===== src/rtl/aes_pkg.sv =====
// Shared AES byte-level definitions: byte type, field constants and the forward S-box lookup.
// The S-box is a constant 256-entry table, reusable by the round datapath and key expansion.
package aes_pkg;

  typedef logic [7:0] aes_byte_t;

  localparam logic [8:0] AES_POLY     = 9'h11B;
  localparam aes_byte_t  AES_AFFINE_C = 8'h63;

  // Row r holds S(16*r + c) for c = 0..15; index 0 is the most significant byte.
  localparam logic [0:255][7:0] AES_SBOX_TABLE = {
    128'h637c777bf26b6fc53001672bfed7ab76,
    128'hca82c97dfa5947f0add4a2af9ca472c0,
    128'hb7fd9326363ff7cc34a5e5f171d83115,
    128'h04c723c31896059a071280e2eb27b275,
    128'h09832c1a1b6e5aa0523bd6b329e32f84,
    128'h53d100ed20fcb15b6acbbe394a4c58cf,
    128'hd0efaafb434d338545f9027f503c9fa8,
    128'h51a3408f929d38f5bcb6da2110fff3d2,
    128'hcd0c13ec5f974417c4a77e3d645d1973,
    128'h60814fdc222a908846eeb814de5e0bdb,
    128'he0323a0a4906245cc2d3ac629195e479,
    128'he7c8376d8dd54ea96c56f4ea657aae08,
    128'hba78252e1ca6b4c6e8dd741f4bbd8b8a,
    128'h703eb5664803f60e613557b986c11d9e,
    128'he1f8981169d98e949b1e87e9ce5528df,
    128'h8ca1890dbfe6426841992d0fb054bb16
  };

  function automatic aes_byte_t aes_sbox_f(input aes_byte_t b);
    return AES_SBOX_TABLE[b];
  endfunction

endpackage


===== src/rtl/aes_sbox.sv =====
// Forward AES S-box for one byte lane with a single register stage and valid qualifier.
// The output byte only updates on accepted inputs, so X on an idle input never reaches it.
module aes_sbox
  import aes_pkg::*;
(
  input  logic       clk,
  input  logic       rst_n,
  input  logic       in_valid,
  input  logic [7:0] in,
  output logic [7:0] out,
  output logic       out_valid
);

  aes_byte_t sub_byte;

  always_comb begin
    sub_byte = aes_sbox_f(in);
  end

  always_ff @(posedge clk or negedge rst_n) begin
    if (!rst_n) begin
      out       <= 8'h00;
      out_valid <= 1'b0;
    end else begin
      out_valid <= in_valid;
      if (in_valid) begin
        out <= sub_byte;
      end
    end
  end

endmodule


===== config.mk =====
export PLATFORM = sky130hd
export DESIGN_NAME = aes_sbox
export DESIGN_NICKNAME = d
export VERILOG_FILES = /design/src/rtl/aes_pkg.sv /design/src/rtl/aes_sbox.sv
export SDC_FILE = /design/constraint.sdc
export NUM_CORES = 1
export LEC_CHECK = 0
export CORE_MARGIN = 2
export CORE_UTILIZATION = 62
export CTS_CLUSTER_SIZE = 20
export DETAILED_ROUTE_END_ITERATION = 10
export PLACE_DENSITY = 0.84
export REMOVE_ABC_BUFFERS = 1
export SETUP_SLACK_MARGIN = 0.3
export SLEW_MARGIN = 20
export SYNTH_ARGS = -nofsm -noshare
export SYNTH_HDL_FRONTEND = slang
export SYNTH_SLANG_ARGS = --single-unit
export TNS_END_PERCENT = 100

===== constraint.sdc =====
create_clock -name clk -period 2.6 [get_ports clk]
set_clock_uncertainty 0.15 [all_clocks]
set_input_delay 0.26 -clock clk [delete_from_list [all_inputs] [get_ports clk]]
set_output_delay 0.26 -clock clk [all_outputs]
set_load 0.02 [all_outputs]

==> impl_metrics.tcl, run 1 <==
set metrics [dict create \
    ys_seq_area_share_pct 6.11 \
    synthDistinctLibCells 70 \
    yosysWarningCount 0 \
    stop_error "[ERROR GRT-0232] Routing congestion too high. Check the congestion heatmap in the GUI." \
    worstEpCategory "register data pin" \
    gp_congestion 1.25 \
    grt_max_degree 63 \
    synth_area_leaders "mux4_2 9.2%, a21oi_1 6.3%, dfrtp_1 6.1%, o21ai_0 5.8%, nor2_1 5.6%" \
    cts_hold_buf 0 \
    synth_top_area_cell "mux4_2" \
    grt-ovfl-total 27 \
    chipWidth_microns 81.1 \
    synth_area_sq_mm 0.00368 \
    cts-root-buf "clkbuf_8" \
    portBuffers 19 \
    hpwl_mm 12.7 \
    avgSynthCellArea_sq_um 6.90 \
    rows 28 \
    numCtsBuffers 3 \
    synthArstFlopShare_pct 100 \
    yosys_most_used_dff "dfrtp_1" \
    cts_max_level 1 \
    cts.sinks 9 \
    syn_inst 534 \
    clock_path_buffers 2 \
    dpl_cell_area_sq_mm 0.00464 \
    dp_slack_ns -0.552 \
    grt-worst-endpoint "out[3]$_DFFE_PN0P_/D" \
    grt.total_usage_pct 76.5 \
    lastStage "global routing" \
    fp.dieH_microns 81.1 \
    synth_top_area_share_pct 9.17 \
    synth_edf_count 0 \
    ioPinCount 20 \
    ys_ff_latch 9 \
    status "did not finish" \
    start_util_pct 63.3 \
]
## cells in the mapped netlist (all sizes together), types with 3 or more instances
library cell	count
a211oi	25
a311o	3
or4	3
nor2	55
and2	8
dfrtp	9
o31ai	6
mux4	15
nor3	15
a21o	3
a21oi	47
o2111ai	3
a311oi	9
o311ai	4
nand3	14
inv	10
nand2	40
nor2b	12
o311a	4
a31oi	13
or2	5
buf	47
mux2	3
ha	15
a221oi	8
nor3b	5
and3	7
o211ai	11
a211o	8
o21ai	47
clkbuf	19
nand2b	20
mux2i	7
## metrics by stage
step	hold slack (ns)	TNS, ns	util (%)	instances
detailed placement	0.389	-3.77	79.8	690
floorplan	-0.186	0	-	468
CTS	0.193	0	84.4	700
global placement	0.350	-3.21	79.8	690
## routing by layer
metal,global-route usage [%],GRT overflow
met1,78.0,1
met2,90.6,16
met3,62.1,0
met4,75.8,10
met5,28.3,0
## cells by family after synthesis
family / after synthesis / synth area share, %
AOI/OAI and AO/OA: 213 / 39.3
and+or+nand+nor: 195 / 26.7
buffers and inverters: 76 / 10.5
muxes: 25 / 12.1
adders and majority gates: 15 / 5.10
DFF: 9 / 6.11
xor gates and xnor gates: 1 / 0.238
## repair_timing
item / CTS
setup buffers: 6
gates resized for setup: 48
pin swaps: 10
setup endpoints to repair: 8
==> inputs of run 2 (changes only) <==
CORE_UTILIZATION = 40   (was 62)
CTS_CLUSTER_SIZE = unset   (was 20)
PLACE_DENSITY = unset   (was 0.84)
PLACE_DENSITY_LB_ADDON = 0.15   (was unset)
SETUP_SLACK_MARGIN = unset   (was 0.3)
==> impl_metrics.tcl, run 2 <==
set metrics [dict create \
    cts_max_level 1 \
    power.leakage_nw 2.10 \
    regArea_sq_um 225 \
    yosysWarningCount 0 \
    cts-root-buf "clkbuf_8" \
    drt_wl_total_mm 18.4 \
    design.die.area_sq_mm 0.00999 \
    viasPerCell 6.93 \
    avgSynthCellArea_sq_um 6.90 \
    ioPinCount 20 \
    grt.total_usage_pct 36.7 \
    post-route-drc-count 1 \
    finalCritPeriodShare_pct 94.6 \
    multiInputGateArea_sq_mm 0.00325 \
    antenna_found_initial 0 \
    mostFrequentLayoutCell "buf_4" \
    synth_top_area_share_pct 9.17 \
    grt_pass1_wl_mm 28.0 \
    synthDistinctLibCells 70 \
    dp_slack_ns -0.478 \
    slew_viol_final 0 \
    cp_max_fo 8 \
    synth_area_sq_mm 0.00368 \
    rr_worst_depth 4 \
    rsz0062_at_grt "false" \
    drtAntennaViolNets 0 \
    reg2reg_to "out[7]" \
    top_regs "out: 8 flops, out_valid: 1 flops" \
    ys_seq_area_share_pct 6.11 \
    first_iter_violations 713 \
    worst_path_max_delay_cell "mux4_2" \
    grt-ovfl-total 0 \
    synth.most_common_cell "nor2_1" \
    mostFrequentLayoutCells "141 x buf_4, 52 x nor2_1, 45 x a21oi_1" \
    violations "design-rule violations" \
    portBuffers 19 \
    cts_setup_buffers 0 \
    worst_slew_pin_slew_ns 0.842 \
    core_area_sq_mm 0.00906 \
    ys_ff_latch 9 \
    swShare_pct 47.2 \
    clkPwrFrac_pct 12.6 \
    setup_ws_ns 0.142 \
    p_per_area_mw_per_mm2 278 \
    grt_pass1_vias 4761 \
    synth_adder_area_share_pct 5.10 \
    synth_edf_count 0 \
    synth_compound_area_share_pct 39.3 \
    cts.sinks 9 \
    layout-drive-gt1-share_pct 34.0 \
    dr.pass1.iters 8 \
    p_int_w 0.000739 \
    reg2reg_from "out[7]" \
    n_fill_cell 887 \
    synth_area_leaders "mux4_2 9.2%, a21oi_1 6.3%, dfrtp_1 6.1%, o21ai_0 5.8%, nor2_1 5.6%" \
    slew-limit-headroom_pct 43.9 \
    rows 35 \
    synth.area.mux_share_pct 12.1 \
    dpl_cell_area_sq_mm 0.00480 \
    largest_reg_flops 8 \
    p_sw_w 0.000661 \
    combPwrFrac_pct 74.9 \
    path_class "in -> reg" \
    regMostFlops "out" \
    fp.dieH_microns 100 \
    fmax_ghz 0.407 \
    syn_inst 534 \
    period_minus_slack_ns 2.46 \
    routedWlPerCell_microns 24.6 \
    syn_to_final_growth_pct 36.8 \
    yosys_most_used_dff "dfrtp_1" \
    hpwl_mm 13.9 \
    r2r_slack_ns 1.24 \
    setup_viol 0 \
    finalNetCount 666 \
    crit_path_start_kind "input pin" \
    ir_drop_mv 0.166 \
    stdcell_area_sq_mm 0.00504 \
    synth-simple-area-share_pct 26.7 \
    synthTopCellsByCount "55 x nor2_1, 46 x a21oi_1, 43 x o21ai_0" \
    synthArstFlopShare_pct 100 \
    synth_top_family_by_area "compound AO/OA/AOI/OAI gates" \
    status "finished, violations left" \
    clkTransAtPathRegs_ns 0.06 \
    cts_hold_buf 0 \
    gp_congestion 1.15 \
    cap_violations 0 \
    cp-end-kind "flip-flop" \
    finalHoldViolCount 0 \
    start_util_pct 40.6 \
    chipWidth_microns 100 \
    synth_top_area_cell "mux4_2" \
    clock_path_buffers 2 \
    cp_slowest_stage_delay_ns 0.47 \
    vias 5200 \
    min_path_type "in -> async" \
    diodes 0 \
    numCtsBuffers 3 \
    synth_xor_area_share_pct 0.238 \
    worstPathRequired_ns 2.57 \
    p_seq_share_pct 12.4 \
    worstPathArrival_ns 2.43 \
    grt_max_degree 116 \
    cts_tree "built" \
    clkLatencyLatePin_ns 0.23 \
    worstPathCellList "dlygate4sd2_1 -> inv_2 -> ha_4 -> buf_4 -> o211ai_1 -> o31ai_1 -> mux4_2 -> a21o_1 -> a211o_1" \
]
## run 2: kinds of logic (layout without fill, tap and decap cells)
group | after synthesis | in the layout
simple gates | 195 | 195
xor+xnor | 1 | 1
compound gates | 213 | 213
mux | 25 | 25
flops | 9 | 9
fa+ha+maj | 15 | 15
buf+inv | 76 | 181
## run 2: final cells by class
cell class | count | share of cell area (%)
Timing Repair Buffer | 167 | 26.7
Clock buffer | 4 | 0.894
Tap cell | 111 | 2.76
Sequential cell | 9 | 4.47
Inverter | 10 | 0.745
Multi-Input combinational cell | 449 | 64.4
## run 2: critical path: cells and delay by family
family	cells	cell delay, ns
AO/OA/AOI/OAI	4	0.93
buffers and inverters	3	0.53
multiplexers	1	0.47
adder cells (fa/ha/maj)	1	0.22
## run 2: power by group through the flow
| stage | combinational (W) | sequential [W] | clock, W |
|---|---|---|---|
| after global placement | 0.000968 | 0.000176 | 0 |
| after floorplan | 0.000413 | 0.000201 | 0 |
| after CTS | 0.00100 | 0.000174 | 0.000178 |
| after detailed placement | 0.000971 | 0.000176 | 0 |
| after global routing | 0.00110 | 0.000176 | 0.000184 |
| final | 0.00105 | 0.000174 | 0.000177 |
## run 2: how the worst max path moves through the flow
stage / startpoint / end / slack [ns] / cells after the start
after floorplan: in[1] / out[1] / 0.15 / 8
after CTS: in[0] / out[3] / -0.01 / 10
after detailed placement: in[1] / out[5] / -0.48 / 9
after global placement: in[0] / out[5] / -0.47 / 9
final: in[1] / out[1] / 0.14 / 9
after global routing: in[1] / out[4] / 0.13 / 12
## run 2: per-stage QoR
stage,std cells,utilization [%],hold WS (ns),TNS (ns),power (W)
2_1_floorplan,468,-,-0.186,0,0.000614
3_3_place_gp,746,53.0,0.348,-2.91,0.00114
3_5_place_dp,746,53.0,0.358,-3.09,0.00115
4_1_cts,750,55.0,0.212,-0.0138,0.00135
5_1_grt,750,55.6,0.243,0,0.00146
6_report,750,55.6,0.196,0,0.00140
## run 2: per-layer routing
layer | part of all wire (%) | wire [microns] | vias up | track usage [%]
met4 | 7.3 | 1340 | 0 | 19.8
met3 | 13 | 2360 | 105 | 6.41
met2 | 42 | 7790 | 424 | 56.4
met5 | 0 | 0 | - | 0
met1 | 38 | 6930 | 2419 | 48.8
li1 | - | - | 2252 | -
## run 2: what timing repair did
item,4_1_cts,5_1_grt
endpoints found under the setup margin,8,8
gates resized for setup,30,15
pin swaps,2,3
No activity file was read; power rests on OpenSTA's default activity.
